--- src/rtl/fetch_ctrl.sv ---
// rtl/fetch_ctrl.sv - instruction-fetch sequencer with one-slot IF/ID buffer, skid entry and redirect flush
// Optional misaligned-target trap enabled by defining FETCH_MISALIGN_TRAP_EN.
module fetch_ctrl #(
   parameter int                ADDR_W   = 32,
   parameter int                DATA_W   = 32,
   parameter logic [ADDR_W-1:0] RESET_PC = '0,
   parameter logic [ADDR_W-1:0] TRAP_VEC = ADDR_W'(32'h00000080)
) (
   input  logic              clk,
   input  logic              rst,
   input  logic              stall_i,
   input  logic              branch_taken_i,
   input  logic [ADDR_W-1:0] branch_pc_i,
   output logic              imem_req_o,
   output logic [ADDR_W-1:0] imem_addr_o,
   input  logic              imem_ack_i,
   input  logic [DATA_W-1:0] imem_data_i,
   output logic              inst_valid_o,
   output logic [DATA_W-1:0] inst_o,
   output logic [ADDR_W-1:0] pc_o
`ifdef FETCH_MISALIGN_TRAP_EN
   ,
   output logic              misalign_o,
   output logic [ADDR_W-1:0] misalign_addr_o
`endif
);

   typedef enum logic [1:0] {IDLE, FETCH, HOLD, FLUSH} state_t;

   state_t            state_q, state_d;
   logic [ADDR_W-1:0] fetch_pc_q, fetch_pc_d;
   logic [ADDR_W-1:0] flush_tgt_q, flush_tgt_d;
   logic              req_q, req_d;
   logic              valid_q, valid_d;
   logic [DATA_W-1:0] inst_q, inst_d;
   logic [ADDR_W-1:0] pc_q, pc_d;
   logic [DATA_W-1:0] skid_inst_q, skid_inst_d;
   logic [ADDR_W-1:0] skid_pc_q, skid_pc_d;
   logic [ADDR_W-1:0] target;
   logic              consume;
   logic              ack;

`ifdef FETCH_MISALIGN_TRAP_EN
   logic              misalign_q, misalign_d;
   logic [ADDR_W-1:0] misalign_addr_q, misalign_addr_d;
   logic              misaligned;

   assign misaligned = |branch_pc_i[1:0];
   assign target     = misaligned ? TRAP_VEC : branch_pc_i;
`else
   assign target     = branch_pc_i & ~ADDR_W'(3);
`endif

   assign consume = valid_q && !stall_i;
   assign ack     = req_q && imem_ack_i;

   always_comb begin
      state_d     = state_q;
      fetch_pc_d  = fetch_pc_q;
      flush_tgt_d = flush_tgt_q;
      req_d       = req_q;
      valid_d     = valid_q;
      inst_d      = inst_q;
      pc_d        = pc_q;
      skid_inst_d = skid_inst_q;
      skid_pc_d   = skid_pc_q;
      if (branch_taken_i) begin
         valid_d     = 1'b0;
         skid_inst_d = '0;
         skid_pc_d   = '0;
         req_d       = 1'b1;
         // An unacked request cannot be withdrawn, so it is drained in FLUSH.
         if (req_q && !imem_ack_i) begin
            state_d     = FLUSH;
            flush_tgt_d = target;
         end else begin
            state_d    = FETCH;
            fetch_pc_d = target;
         end
      end else begin
         case (state_q)
            IDLE: begin
               state_d = FETCH;
               req_d   = 1'b1;
            end
            FETCH: begin
               if (ack) begin
                  fetch_pc_d = fetch_pc_q + ADDR_W'(4);
                  if (!valid_q || consume) begin
                     valid_d = 1'b1;
                     inst_d  = imem_data_i;
                     pc_d    = fetch_pc_q;
                  end else begin
                     skid_inst_d = imem_data_i;
                     skid_pc_d   = fetch_pc_q;
                     req_d       = 1'b0;
                     state_d     = HOLD;
                  end
               end else begin
                  if (consume) valid_d = 1'b0;
                  if (!req_q) req_d = !(valid_q && stall_i);
               end
            end
            HOLD: begin
               if (consume) begin
                  inst_d  = skid_inst_q;
                  pc_d    = skid_pc_q;
                  req_d   = 1'b1;
                  state_d = FETCH;
               end
            end
            FLUSH: begin
               if (imem_ack_i) begin
                  fetch_pc_d = flush_tgt_q;
                  req_d      = 1'b1;
                  state_d    = FETCH;
               end
            end
            default: state_d = IDLE;
         endcase
      end
   end

`ifdef FETCH_MISALIGN_TRAP_EN
   always_comb begin
      misalign_d      = branch_taken_i && misaligned;
      misalign_addr_d = misalign_d ? branch_pc_i : misalign_addr_q;
   end

   always_ff @(posedge clk) begin
      if (rst) begin
         misalign_q      <= 1'b0;
         misalign_addr_q <= '0;
      end else begin
         misalign_q      <= misalign_d;
         misalign_addr_q <= misalign_addr_d;
      end
   end

   assign misalign_o      = misalign_q;
   assign misalign_addr_o = misalign_addr_q;
`endif

   always_ff @(posedge clk) begin
      if (rst) begin
         state_q     <= IDLE;
         fetch_pc_q  <= RESET_PC;
         flush_tgt_q <= '0;
         req_q       <= 1'b0;
         valid_q     <= 1'b0;
         inst_q      <= '0;
         pc_q        <= '0;
         skid_inst_q <= '0;
         skid_pc_q   <= '0;
      end else begin
         state_q     <= state_d;
         fetch_pc_q  <= fetch_pc_d;
         flush_tgt_q <= flush_tgt_d;
         req_q       <= req_d;
         valid_q     <= valid_d;
         inst_q      <= inst_d;
         pc_q        <= pc_d;
         skid_inst_q <= skid_inst_d;
         skid_pc_q   <= skid_pc_d;
      end
   end

   assign imem_req_o   = req_q;
   assign imem_addr_o  = fetch_pc_q;
   assign inst_valid_o = valid_q;
   assign inst_o       = inst_q;
   assign pc_o         = pc_q;

endmodule
--- config.mk ---
export PLATFORM = sky130hd
export DESIGN_NAME = fetch_ctrl
export DESIGN_NICKNAME = d
export VERILOG_FILES = /design/src/rtl/fetch_ctrl.sv
export SDC_FILE = /design/constraint.sdc
export NUM_CORES = 1
export LEC_CHECK = 0
export ABC_AREA = 1
export ABC_CLOCK_PERIOD_IN_PS = 3000
export BUFFER_PORTS_ARGS = -buffer_cell sky130_fd_sc_hd__clkbuf_2
export CAP_MARGIN = 20
export CORE_ASPECT_RATIO = 0.5
export CORE_MARGIN = 1.5
export CORE_UTILIZATION = 50
export DETAILED_ROUTE_END_ITERATION = 6
export GPL_TIMING_DRIVEN = 1
export MAX_ROUTING_LAYER = met4
export PLACE_DENSITY_LB_ADDON = 0.15
export SYNTH_ARGS = -nofsm -noshare
export SYNTH_HDL_FRONTEND = slang
export SYNTH_SLANG_ARGS = --single-unit
--- constraint.sdc ---
create_clock -name clk -period 3 [get_ports clk]
set_clock_uncertainty 0.15 [all_clocks]
set_input_delay 0.6 -clock clk [delete_from_list [all_inputs] [get_ports clk]]
set_output_delay 0.6 -clock clk [all_outputs]
set_load 0.01 [all_outputs]
* Word-level counts from Yosys, hierarchy flattened
Index checks and enable logic that the tools add are counted.
** Word-level totals
- Output and inout port bits :: 98
- Bits in registers :: 194
- Bits of input ports :: 69
- Word-level logic and storage cells :: 76
** Operators by class
- Bitwise gates (word level) :: 2
- Equal/unequal tests :: 13
- Muxes and demuxes :: 30
- $add $sub $neg :: 1
- Reduce and logical (&&, ||, !) cells :: 21
** Operators by type and width (count)
- 32-bit 2-to-1 mux :: 10
- 32-bit case mux with 2 select lines :: 3
- 32-bit by 3-bit adder with 32-bit output (second input constant) :: 1
- 2-bit 2-to-1 mux :: 6
- 3-bit inequality test (second input constant) :: 4
- 1-bit 2-to-1 mux :: 9
- 3-bit AND reduction :: 3
- 2-bit inequality test (second input constant) :: 4
- 2-bit case mux with 4 select lines :: 1
- 4-bit AND reduction :: 2
- 5-bit AND reduction :: 1
- 2-bit equality test (second input constant) :: 2
- 1-bit logical AND :: 4
- 1-bit zero test :: 4
- 4-bit inequality test (second input constant) :: 1
- 1-bit case mux with 4 select lines :: 1
- 2-bit nonzero test :: 2
- 3-bit nonzero test :: 1
- 2-bit by 1-bit equality test with 1-bit output (second input constant) :: 1
- 2-bit zero test :: 1
- 2-bit by 1-bit inequality test with 1-bit output (second input constant) :: 1
- 1-bit inverter :: 2
- 2-bit AND reduction :: 1
- 2-bit OR reduction :: 1
- 1-bit logical OR :: 1

* Longest topological paths before layout
Gate-level depths: netlist of run 1.
- Depth after elaboration :: 7
- Depth in mapped cells :: 12
- Depth with buffers taken out :: 11

* Least setup slack after synthesis of run 1
No wires, ideal clock.
- Path type :: reg-to-reg
- From :: reg state_q[0]
- To :: reg inst_q[23], in the netlist inst_o[23]
- Arrival time :: 1.510 ns
- Data required time :: 2.734 ns
- Cell stages (with the launch flop) :: 10
- Slack :: 1.225 ns
- Clock period less this slack :: 1.775 ns
- Cell sequence :: dfxtp_1 -> inv_1 -> ha_1 -> buf_2 -> a21boi_0 -> nor3_1 -> nand2_2 -> clkbuf_1 -> o21ai_0 -> nor2_1
** Between the ends
- Cells in the longest elaborated chain, start to end :: 3
- Elaborated cells on any way between the ends :: 8
** Ends and longest elaborated chain
- from (decl) :: RTL line 30 : state_t state_q, state_d;
- from (signal assigned) :: RTL line 156 : state_q <= state_d;
- 2-bit by 1-bit equality test with 1-bit output or 2-bit equality test (tied branches) :: RTL line 81 : case (state_q)
- 2-bit inequality test (no source line) or 2-bit nonzero test (tied branches)
- 5-bit AND reduction (no source line)
- to (signal assigned) :: RTL line 161 : inst_q <= inst_d;
- to (decl) :: RTL line 35 : logic [DATA_W-1:0] inst_q, inst_d;
Parallel ways exist; a longest one is shown, timed or not.
A chain may end at the register's enable or synchronous reset.

* Worst setup path in the final report of run 1
- From :: reg state_q[0]
- To :: reg pc_q[19], in the netlist pc_o[19]
** Between the ends
- Cells in the longest elaborated chain, start to end :: 3
- Elaborated cells on any way between the ends :: 8
** Ends and longest elaborated chain
- 2-bit by 1-bit equality test with 1-bit output or 2-bit equality test (tied branches) :: RTL line 81
- 2-bit inequality test (no source line) or 2-bit nonzero test (tied branches)
- 5-bit AND reduction (no source line)
- to (signal assigned) :: RTL line 162 : pc_q <= pc_d;
- to (decl) :: RTL line 36 : logic [ADDR_W-1:0] pc_q, pc_d;
Parallel ways exist; a longest one is shown, timed or not.

==> out/results.txt, run 1 <==
The multiplexer share of the synthesized area works out to 0%. Yosys mapped a number of flops with a built-in enable equal to 0. Sorting the synthesized cells by area gives the leading types as sky130_fd_sc_hd__dfxtp_1, sky130_fd_sc_hd__o21ai_0, sky130_fd_sc_hd__nand2_1. The weighted congestion at the end of routability-driven global placement is 0.9038. The initial antenna violation count was 0. Net switching is 31.50% of the power. The power density over the cells was 582.9 mW/mm^2; the static leakage was 0.004271 uW. In this run, post-CTS hold repair placed 0 buffers. The flow ran to the end, but the final reports show violations. Once detailed placement completed, the half-perimeter wirelength came to 16730 um. The tools report the TritonCTS buffer count as 17. The upper clock frequency limit was 465.7 MHz.

By area, the combinational part of the netlist is dominated by simple AND/OR/NAND/NOR gates. The count of endpoints failing hold in the final timing report was 0. After synthesis, the largest area contributor takes up 42.41% of total cell area. The synthesized area per cell is 6.794 sq um, and the top-level port count is 167.

The tools report the clock tree root driver cell as sky130_fd_sc_hd__clkbuf_16. The worst path uses 71.58% of the clock period. The floorplan step set the die width to 191.4 um. The global routing usage summed across all routing layers is 28.05%, and the final routed wirelength across all metal layers is 25320 um. The logs give 0 for the post-CTS repair timing setup buffer count and 2 for the DRC violation count after routing.

The synthesized netlist devotes 0.3948% of its cell area to XOR and XNOR gates. For this design, the sink count on the clock tree is 188. For this run, the leading register cell type out of synthesis is sky130_fd_sc_hd__dfxtp_1. Once detail routing completed, the nets flagged for antenna violations numbered 0. The analysis attributes to net switching a power of 1898 uW. The total overflow left after global routing is 0. During synthesis, Yosys emitted a total of 0 warnings. Clock-pin slew was measured on the worst setup and hold paths at 0.08 ns. The area growth from synthesis to layout is 16.47%. Clock latency on the worst-skew pair, taken at its later pin, is 0.43 ns. At the worst endpoint, the arrival time is 2.32 ns. At the worst endpoint, the required time is 3.18 ns. The fraction of the mapped netlist area in simple logic gates came out at 25.90%. The run gives 0.008874 sq mm as the post-synth design cell area.

The max-slew violation count came out at 0. Across the run, the number of max-cap violations was 0. The share of the synthesized area in compound gates (AO/OA/AOI/OAI) is 21.53%, and the sequential-to-total area share from yosys stat is 42.41%. Once the clock tree was built, the resizer swapped 0 gates to a different size. At the placement stage, the worst setup path has a slack of 0.5831 ns.

In the final routed layout, each cell accounts on average for 15.24 um. The number of nets in the layout was 1488; the combinational group share of total power was 16.9%. The cell taking the most area after synthesis was sky130_fd_sc_hd__dfxtp_1. Setup repair after global routing left no endpoint under its margin. The worst voltage drop across the vdd grid was 0.4418 mV. The clock passes through at most 2 buffers. STA classifies the critical path startpoint as a flip-flop. The run gives 51.12% as the effective utilization at floorplan.

The largest net degree at the start of global routing is 126, and the headroom to the max-slew limit is 56.08%. The share of layout cells above drive strength 1 came out at 18.29%. The vertical extent of the die came out at 97.20 um. The cell count after synthesis came out at 1306.

With fillers left out, the area of the finished cells amounts to 0.01033 sq mm. Internal power comes to 4126 uW. In this run the register-to-register setup slack is 0.85 ns. The shortest clock period the worst path allows after layout was 2.147 ns; the maximum level of the CTS H-tree was 4.

The worst hold path passes through 3 cells. Dividing the detail-routed via count by the number of cells gives 5.323. During placement, the flow inserted port buffers numbering 160.

The path class of the lowest-slack min-delay path was in2reg. At the pin with the least slew margin, the transition time is 0.6588 ns. The number of fill cells in the layout is 1704, and the final cell count without fillers is 1661. The logs give 0.01736 sq mm for the area of the core and 40450 um for the global-route wire length before repair. The tools report the relative contribution of sequential cells to total power as 46.3%.

The adder-cell share of the synthesized area is 0.5640%, and the clock network fraction of total power is 36.8%. The instance count after placement with tap cells included was 1629; the total negative slack for setup checks was 0 ns. The detailed router finished its first iteration with 592 violations. In this run the cell area measured after placement is 0.009738 sq mm.

Registers take 0.003764 sq mm. The async set or reset register ratio after synthesis is 0%, and the via count of the first global-routing pass is 7899. The number of cell instances on the worst register-to-register path is 9. Once routing completed, OpenROAD measured the worst setup slack at 0.8527 ns. STA classifies the critical path endpoint as a flip-flop.

The checks that failed: design-rule violations. Synthesis inferred 188 register bits. For the total of endpoints with negative setup slack in the final report, the log shows 0. The die covers 0.01860 sq mm.

The final route contains 8842 vias. First-pass iteration count of the detailed router: 7. Along the worst path, the maximum fanout reaches 35. The synthesized netlist contains 32 unique library cells. TritonCTS built the clock tree. The logs give 34 for the number of rows in the core area and 0 for the count of inserted antenna diode cells.

The critical path in this run is classified as reg2reg. In the final layout, the multi-input gates occupy 0.004334 sq mm.
-- synthesized netlist by cell type (6+ instances only) --
cell and number:
sky130_fd_sc_hd__nand2_1 235, sky130_fd_sc_hd__nand4_1 23, sky130_fd_sc_hd__o21ai_1 7, sky130_fd_sc_hd__nor2_1 231
sky130_fd_sc_hd__nand3_1 42, sky130_fd_sc_hd__inv_1 87, sky130_fd_sc_hd__nand2_2 15, sky130_fd_sc_hd__o21ai_0 201
sky130_fd_sc_hd__a21oi_1 120, sky130_fd_sc_hd__buf_2 27, sky130_fd_sc_hd__a211oi_1 11, sky130_fd_sc_hd__a21oi_2 13
sky130_fd_sc_hd__clkbuf_1 51, sky130_fd_sc_hd__dfxtp_1 188, sky130_fd_sc_hd__inv_2 6, sky130_fd_sc_hd__buf_4 11
sky130_fd_sc_hd__nor2_2 8
-- per-stage QoR --
step	hold slack (ns)	power [uW]	utilization [%]
floorplan	0.2739	3473	-
global placement	0.2817	3831	56.11
detailed placement	0.2865	3854	56.11
CTS	0.2349	6048	59.39
global route	0.2380	6289	59.54
finish	0.2409	6024	59.54
-- cells by family after synthesis --
kind of cell	count (synthesis)
DFF	188
AOI/OAI and AO/OA	362
adders and majority gates	4
other	1
xor gates and xnor gates	4
and+or+nand+nor	560
buffers and inverters	187
-- layout make-up --
cell class	instances	area share, %
tap	234	2.833
sequential	188	36.42
inverter	94	3.426
clock buffer	18	4.249
clock inverter	13	1.259
multi-input combinational	934	41.94
timing repair buffer	180	9.879
-- sequential cells by signal (all words and copies together), names as in the netlist --
signal	count
imem_addr_o	30
skid_pc_q	30
inst_o	32
imem_req_o	1
pc_o	30
skid_inst_q	32
state_q	2
inst_valid_o	1
flush_tgt_q	30
-- critical path: stages, from the launching register on --
cell and delay, ns:
sky130_fd_sc_hd__dfxtp_1 0.34, sky130_fd_sc_hd__inv_1 0.10, sky130_fd_sc_hd__ha_4 0.14, sky130_fd_sc_hd__a21boi_0 0.17, sky130_fd_sc_hd__nor3_1 0.07, sky130_fd_sc_hd__nand2_2 0.10
sky130_fd_sc_hd__clkinv_2 0.40, sky130_fd_sc_hd__buf_4 0.38, sky130_fd_sc_hd__nor2_1 0.12, sky130_fd_sc_hd__nor2_1 0.06
-- layer usage --
| metal | up-vias | share of wire [%] | global-route usage (%) |
|---|---|---|---|
| li1 | 4471 | - | - |
| met1 | 4062 | 50 | 40.52 |
| met4 | 0 | 0.41 | 4.688 |
| met5 | - | 0 | - |
| met3 | 8 | 7.0 | 4.912 |
| met2 | 301 | 43 | 41.44 |
-- power by group through the flow --
stage	Sequential, uW	Combinational [uW]	Clock (uW)
after global routing	2810	1150	2330
after CTS	2790	1010	2250
after detailed placement	2850	1010	0
final	2790	1020	2210
after floorplan	2870	600	0
after global placement	2840	990	0
-- worst paths after layout --
kind	startpoint	endpoint
setup / recovery	state_q[0]	pc_o[19]
hold / removal	imem_data_i[2]	skid_inst_q[2]
setup reg to reg	state_q[0]	pc_o[19]
hold reg to reg	flush_tgt_q[6]	flush_tgt_q[6]
-- placed cells by master, fill, tap and decap left out, types with 11 or more instances in the layout --
cell type | synthesis | routed
sky130_fd_sc_hd__a211oi_1 | 11 | 11
sky130_fd_sc_hd__nand3_1 | 42 | 42
sky130_fd_sc_hd__dfxtp_1 | 188 | 188
sky130_fd_sc_hd__nand2_1 | 235 | 235
sky130_fd_sc_hd__clkbuf_16 | 0 | 17
sky130_fd_sc_hd__nor2_1 | 231 | 230
sky130_fd_sc_hd__clkbuf_2 | 0 | 160
sky130_fd_sc_hd__inv_1 | 87 | 86
sky130_fd_sc_hd__buf_4 | 11 | 15
sky130_fd_sc_hd__a21oi_1 | 120 | 120
sky130_fd_sc_hd__a21oi_2 | 13 | 13
sky130_fd_sc_hd__nand4_1 | 23 | 23
sky130_fd_sc_hd__nand2_2 | 15 | 15
sky130_fd_sc_hd__o21ai_0 | 201 | 201
Note: power is estimated with default switching activity, not from simulation.
==> run 2, diff against run 1 <==
--- a/config.mk
+++ b/config.mk
@@ -6,7 +6,7 @@
 export NUM_CORES = 1
 export LEC_CHECK = 0
 export ABC_AREA = 1
-export ABC_CLOCK_PERIOD_IN_PS = 3000
+export ABC_CLOCK_PERIOD_IN_PS = 2200
 export BUFFER_PORTS_ARGS = -buffer_cell sky130_fd_sc_hd__clkbuf_2
 export CAP_MARGIN = 20
 export CORE_ASPECT_RATIO = 0.5
==> constraint.sdc (replaced) <==
create_clock -name clk -period 2.2 [get_ports clk]
set_clock_uncertainty 0.15 [all_clocks]
set_input_delay 0.44 -clock clk [delete_from_list [all_inputs] [get_ports clk]]
set_output_delay 0.44 -clock clk [all_outputs]
set_load 0.01 [all_outputs]
==> run 2 against run 1 <==
Net effect: the flow now finishes without violations; critical path depth up 3; design area rose by 0.71%; global-route usage is 0.44 points higher; cell count increased by 0.18%; first-iteration DRC count grew 7.4%; critical path type unchanged; largest cell class unchanged.
==> out/results.txt, run 2 (synthesis results as in run 1) <==
The logs give 0 for the post-CTS repair timing setup buffer count and 56.06% for the headroom to the max-slew limit. After global routing the overflow that remains totals 0. The clock slew seen by the registers of the worst setup and hold paths is 0.08 ns.

The first global-routing pass estimated 40890 um of wire. Timing analysis after detailed placement gives a worst setup slack of 0.2102 ns. The area of the core came out at 0.01736 sq mm. The logs give 51.12% for the effective utilization at floorplan and 167 for the top-level port count. Dividing the detail-routed via count by the number of cells gives 5.305. The first-pass iteration count of the detailed router is 5, and the actual transition at the worst max-transition pin is 0.6591 ns. The logs give 0 for the max-slew violation count and 636 for the starting DRC count in detailed routing.

The weighted congestion at the end of routability-driven global placement came out at 0.8953. Across the VDD grid, the largest voltage drop is 0.5815 mV. The clock reaches the later pin of the worst-skew pair after 0.44 ns. In this run the horizontal extent of the chip is 191.4 um.

The number of max-cap violations was 0; the final routed wirelength across all metal layers was 25330 um. In the layout the commonest cells are sky130_fd_sc_hd__nand2_1, sky130_fd_sc_hd__nor2_1, sky130_fd_sc_hd__o21ai_0. The total of endpoints with negative setup slack in the final report came out at 0. Measured along the y axis, the die boundary spans 97.20 um. The count of inserted antenna diode cells came out at 0. The utilization after layout is 59.97%, and the largest net degree at the start of global routing is 126.

The final layout contains 1490 nets. The critical path starts at state_q[1]. The worst register-to-register path ends at imem_addr_o[5].

The number of port buffers was 160; the total negative slack for setup checks was 0 ns. Clock tree synthesis selected as its root buffer the cell sky130_fd_sc_hd__clkbuf_16. The clock sink count came out at 188.

The worst setup path is of the reg2reg kind. The static leakage is 0.004293 uW. Most common library cell in the layout ignoring fill and taps: sky130_fd_sc_hd__nand2_1. TritonCTS built the clock tree. The number of cell instances on the worst register-to-register path came out at 12. The startpoint identified for the worst register-to-register timing path is state_q[1]. STA classifies the critical path startpoint as a flip-flop.

Worst-case setup margin in the final layout: 0.1711 ns. Gates resized during post-CTS repair numbered 0. The number of rows in the core area was 34.

The tools report the initial antenna violation count as 0. The flow ran to the end, and the final reports show no timing, DRC or antenna violations. The count of hold-fix buffers inserted at cts was 0. The number of clock buffers added by TritonCTS is 17.

Walking the worst path, the cells encountered are inv_1, ha_1, inv_1, nor2_2, inv_1, o21ai_2, nor2_2, inv_2, buf_4, nor2_1, o21ai_1, a21oi_1. The setup slack of the worst register-to-register path was 0.17 ns; the largest incremental delay on the critical path was 0.41 ns. The maximum fanout encountered on the critical timing path is 10, and the total half-perimeter wirelength after legalization and detailed placement is 16840 um. For this run, design rule violations remaining after detail routing come to 0.

The run gives 0 as the count of endpoints failing hold in the final timing report. Type of element capturing the critical path: a flip-flop. Subtracting the final worst setup slack from the clock period gives 2.029 ns. Data on the critical path is required at its endpoint by 2.42 ns. In this run the power density over the cells is 792.8 mW/mm^2.

Of the cells placed in the final design, the portion with a size suffix greater than 1 is 18.46%. Across every metal layer, demand over resource in global routing totals 28.48%. The full die area was 0.01860 sq mm.

Setup repair after global routing left no endpoint under its margin. The area growth from synthesis to layout is 17.30%. The endpoint of the worst setup timing path was imem_addr_o[5].

Path class of the lowest-slack min-delay path: in2reg. The routed layout has 8827 vias. The clock passes through at most 2 buffers.

The routed length per placed instance came out at 15.22 um. The remaining antenna violation count was 0. The H-tree was split into 4 levels.

The cell that appears most often on the critical path is sky130_fd_sc_hd__inv_1. The upper clock frequency limit came out at 492.9 MHz. The post-route clock period utilization is 92.22%, and the via count of the first global-routing pass is 7937.

The library cell contributing the largest single delay on the critical path is sky130_fd_sc_hd__dfxtp_1. The data arrival time at the worst-slack endpoint was 2.24 ns.
## run 2: changes by cell type in the layout (fill, tap and decap cells not counted)
cell,delta
sky130_fd_sc_hd__clkinvlp_4,+2
sky130_fd_sc_hd__clkbuf_8,+1
sky130_fd_sc_hd__buf_4,-3
sky130_fd_sc_hd__clkinv_8,-1
sky130_fd_sc_hd__buf_16,-1
sky130_fd_sc_hd__buf_12,+6
sky130_fd_sc_hd__clkinv_4,-1
## run 2: per-layer routing
| metal | vias up | routed length, um | track usage (%) |
|---|---|---|---|
| met4 | 0 | 244 | 6.731 |
| met1 | 4036 | 12630 | 41.07 |
| li1 | 4470 | - | - |
| met2 | 299 | 10700 | 41.53 |
| met5 | - | 0 | - |
| met3 | 22 | 1755 | 4.659 |
## run 2: worst min-delay path by stage
stage                     cells after the start             from         endpoint
after floorplan                               2  flush_tgt_q[10]  flush_tgt_q[10]
after global placement                        2  flush_tgt_q[10]  flush_tgt_q[10]
after detailed placement                      2   flush_tgt_q[5]   flush_tgt_q[5]
after CTS                                     3   imem_data_i[2]   skid_inst_q[2]
after global routing                          3  imem_data_i[20]  skid_inst_q[20]
final                                         3  imem_data_i[20]  skid_inst_q[20]
## run 2: final cells by class
| cell class | instances | area, sq um |
|---|---|---|
| Multi-Input combinational cell | 934 | 4334 |
| Clock buffer | 19 | 452.9 |
| Inverter | 94 | 354.1 |
| Clock inverter | 13 | 120.1 |
| Fill cell | 1675 | 6948 |
| Timing Repair Buffer | 182 | 1091 |
| Tap cell | 234 | 292.8 |
| Sequential cell | 188 | 3764 |
## run 2: critical path, delay by kind of cell (launching register included)
family                   cells  cell delay (ns)
flip-flops                   1             0.41
buffers and inverters        5             0.63
adder cells (fa/ha/maj)      1             0.21
AND/OR/NAND/NOR              3             0.32
AO/OA/AOI/OAI                3             0.25
## run 2: power by group
part           internal [uW]  switching (uW)  leakage [uW]
combinational            511             912       0.00248
clock                   1550            1470      0.000278
sequential              3610             190       0.00153
## run 2: stage by stage
stage | cells | hold WS, ns | power [uW] | instance area [sq um]
after floorplan | 1309 | 0.2739 | 4736 | 8885
after global placement | 1632 | 0.2828 | 5270 | 9836
after detailed placement | 1632 | 0.2895 | 5295 | 9836
after CTS | 1664 | 0.06979 | 8291 | 10410
after global routing | 1664 | 0.08982 | 8633 | 10410
final | 1664 | 0.07709 | 8252 | 10410
==> run 3, diff against run 2 <==
==> constraint.sdc (replaced) <==
create_clock -name clk -period 2.2 [get_ports clk]
set_clock_uncertainty 0.15 [all_clocks]
set_input_delay 0.33 -clock clk [delete_from_list [all_inputs] [get_ports clk]]
set_output_delay 0.33 -clock clk [all_outputs]
set_load 0.01 [all_outputs]
==> run 3 against run 2 <==
Net effect: sequential share of layout area decreased by 0.99 points; setup slack improved by 0.018 ns; non-clock buffer count increased by 34; power increased by 0.37%; wire length increased by 0.21%; global-route usage decreased by 0.37 points; critical endpoint unchanged; largest power group unchanged.
==> out/results.txt, run 3 (synthesis results as in run 1) <==
The initial antenna violation count was 0. The tools report the global routing usage summed across all routing layers as 28.12%. The critical path crosses 12 cells after its start point. Clock-pin slew was measured on the worst setup and hold paths at 0.07 ns.

STA classifies the critical path startpoint as a flip-flop. The worst hold path was traced through 3 stages. The growth of design area from synthesis to finish is 20.62%.

Traced cell by cell, the critical path runs through inv_1, ha_1, inv_1, nor2_2, inv_1, o21ai_2, nor2_2, inv_2, buf_4, nor2_1, o21ai_1, a21oi_1. In the final layout, the multi-input gates occupy 0.004334 sq mm. Combinational cells account for 17.5% of the total power.

The clock sink count is 188, and the final hold slack is 0.01236 ns. Maximum level of the CTS H-tree: 4. In this run the register-to-register setup slack is 0.19 ns. The logs give 0 for the DRC violation count after routing and 0 for the total of endpoints with negative setup slack in the final report. The weighted congestion at the end of routability-driven global placement is 0.9367, and the number of buffers and inverters on the critical path is 5. After detailed routing, the total wire length is 25380 um.

The run finished with clean final reports. The die covers 0.01860 sq mm. STA puts the critical path data required time at 2.42 ns.

At the end of the flow the core is filled with cells to 61.66%. The floorplan step set the die width to 191.4 um. The logs give 36.6% for the clock network fraction of total power and 0.01736 sq mm for the area of the core. The largest single stage delay on the critical path is 0.40 ns. Counting I/O delays and the setup requirement, the final critical path takes 2.011 ns. The cell family contributing the most delay on the critical path is buffers and inverters.

The later pin in the worst-skew pair is clocked with a latency of 0.44 ns. Detailed placement ended at an HPWL of 16920 um. Setup repair after global routing left no endpoint under its margin. Timing analysis after detailed placement gives a worst setup slack of 0.2273 ns. Counting cells, the worst reg-to-reg path comes to 12. In this run the deepest clock path goes through 2 buffers. In the layout the commonest cells are sky130_fd_sc_hd__nand2_1, sky130_fd_sc_hd__nor2_1, sky130_fd_sc_hd__o21ai_0. Dividing the final minimum period by the clock period gives 91.39%. The relative contribution of sequential cells to total power is 45.9%, and the internal power consumption is 5683 uW. Worst-case setup margin in the final layout: 0.1894 ns.

For this block, the via count after detailed routing is 9010. The critical path class was reg2reg. Entering global routing, the biggest net connects 126 pins. IR analysis of the VDD net gives a maximum drop of 0.5993 mV.

The headroom to the max-slew limit was 56.40%; the power density over the cells was 773.9 mW/mm^2. TritonCTS built the clock tree. The count of inserted antenna diode cells is 0, and the data arrival time at the worst-slack endpoint is 2.23 ns. The filler cells instantiated in the layout total 1631. The run gives 34 as the number of rows in the core area. The via density per instance is 5.306.

The most common cell type on the critical path is sky130_fd_sc_hd__inv_1. Based on the critical path, the design can be clocked at up to 497.4 MHz. The share of layout cells above drive strength 1 is 18.24%, and the total net switching power is 2600 uW. The count of endpoints failing hold in the final timing report is 0. The final layout contains 1524 nets. The number of port buffers works out to 160. The tools report the effective utilization at floorplan as 51.12%. The actual transition at the worst max-transition pin works out to 0.6539 ns.

The most common library cell in the layout ignoring fill and taps is sky130_fd_sc_hd__nand2_1. TritonCTS buffer count: 17. In this run the worst path has a maximum fanout of 10. The run gives 7950 as the via count of the first global-routing pass. The cell sitting at the root of the clock tree is a sky130_fd_sc_hd__clkbuf_16. The global-route wire length before repair is 40280 um, and the top-level port count is 167. Among all stages on the critical path, the largest delay is contributed by sky130_fd_sc_hd__dfxtp_1. The sequential cells in the finished layout cover a total of 0.003764 sq mm. The tools report the type of element capturing the critical path as a flip-flop. In the final routed layout, each cell accounts on average for 14.95 um. In this run switching power makes up 31.39% of total power. Max-slew violation count: 0.

Across the run, the number of max-cap violations was 0. The total grt overflow is 0, and the starting DRC count in detailed routing is 602. The count of nets left with antenna violations once routing finished came out at 0. The floorplan step set the die height to 97.20 um. The path class of the lowest-slack min-delay path was in2reg.

Summed over all cells, the static leakage comes to 0.004427 uW. For the total negative slack for setup checks, the log shows 0 ns. The run gives 5 as the first-pass iteration count of the detailed router.
==> run 3: worst min-delay path, delay by kind of cell <==
family,cells,cell delay [ns]
buffers and inverters,2,0.16
AOI/OAI and AO/OA,1,0.06
==> run 3: final timing paths <==
path,to,start
min reg2reg,flush_tgt_q[10],flush_tgt_q[10]
min,skid_inst_q[3],imem_data_i[3]
max,imem_addr_o[5],state_q[1]
max reg2reg,imem_addr_o[5],state_q[1]
==> run 3: through the flow <==
stage | total power (uW) | area [sq um] | std cells
floorplan | 4736 | 8885 | 1309
global placement | 5249 | 9828 | 1636
detailed placement | 5275 | 9828 | 1636
CTS | 8326 | 10700 | 1698
global route | 8674 | 10700 | 1698
finish | 8283 | 10700 | 1698
==> run 3: routing by layer <==
layer / up-vias / wire (um) / track usage [%] / share of wire, %
met1: 4130 / 12730 / 41.41 / 50
li1: 4545 / - / - / -
met2: 316 / 10790 / 39.88 / 43
met5: - / 0 / - / 0
met4: 0 / 216 / 6.190 / 0.85
met3: 19 / 1646 / 4.948 / 6.5
==> run 3: repair_timing <==
| action | in CTS | in global routing |
|---|---|---|
| setup buffers | 0 | 0 |
| endpoints found under the hold margin | 30 | 0 |
| resized for setup | 0 | 0 |
| hold buffers | 30 | 0 |
==> run 3: power groups by stage <==
stage	registers, uW	logic [uW]	clock network, uW
after floorplan	3920	818	0
after global placement	3870	1380	0
after detailed placement	3880	1400	0
after CTS	3800	1450	3080
after global routing	3830	1620	3230
final	3800	1450	3030
==> run 3: layout make-up <==
class                           instances  area share [%]
Clock buffer                           19           4.138
Clock inverter                         13           1.227
Inverter                               94           3.308
Multi-Input combinational cell        934           40.50
Sequential cell                       188           35.16
Tap cell                              234           2.736
Timing Repair Buffer                  216           12.93
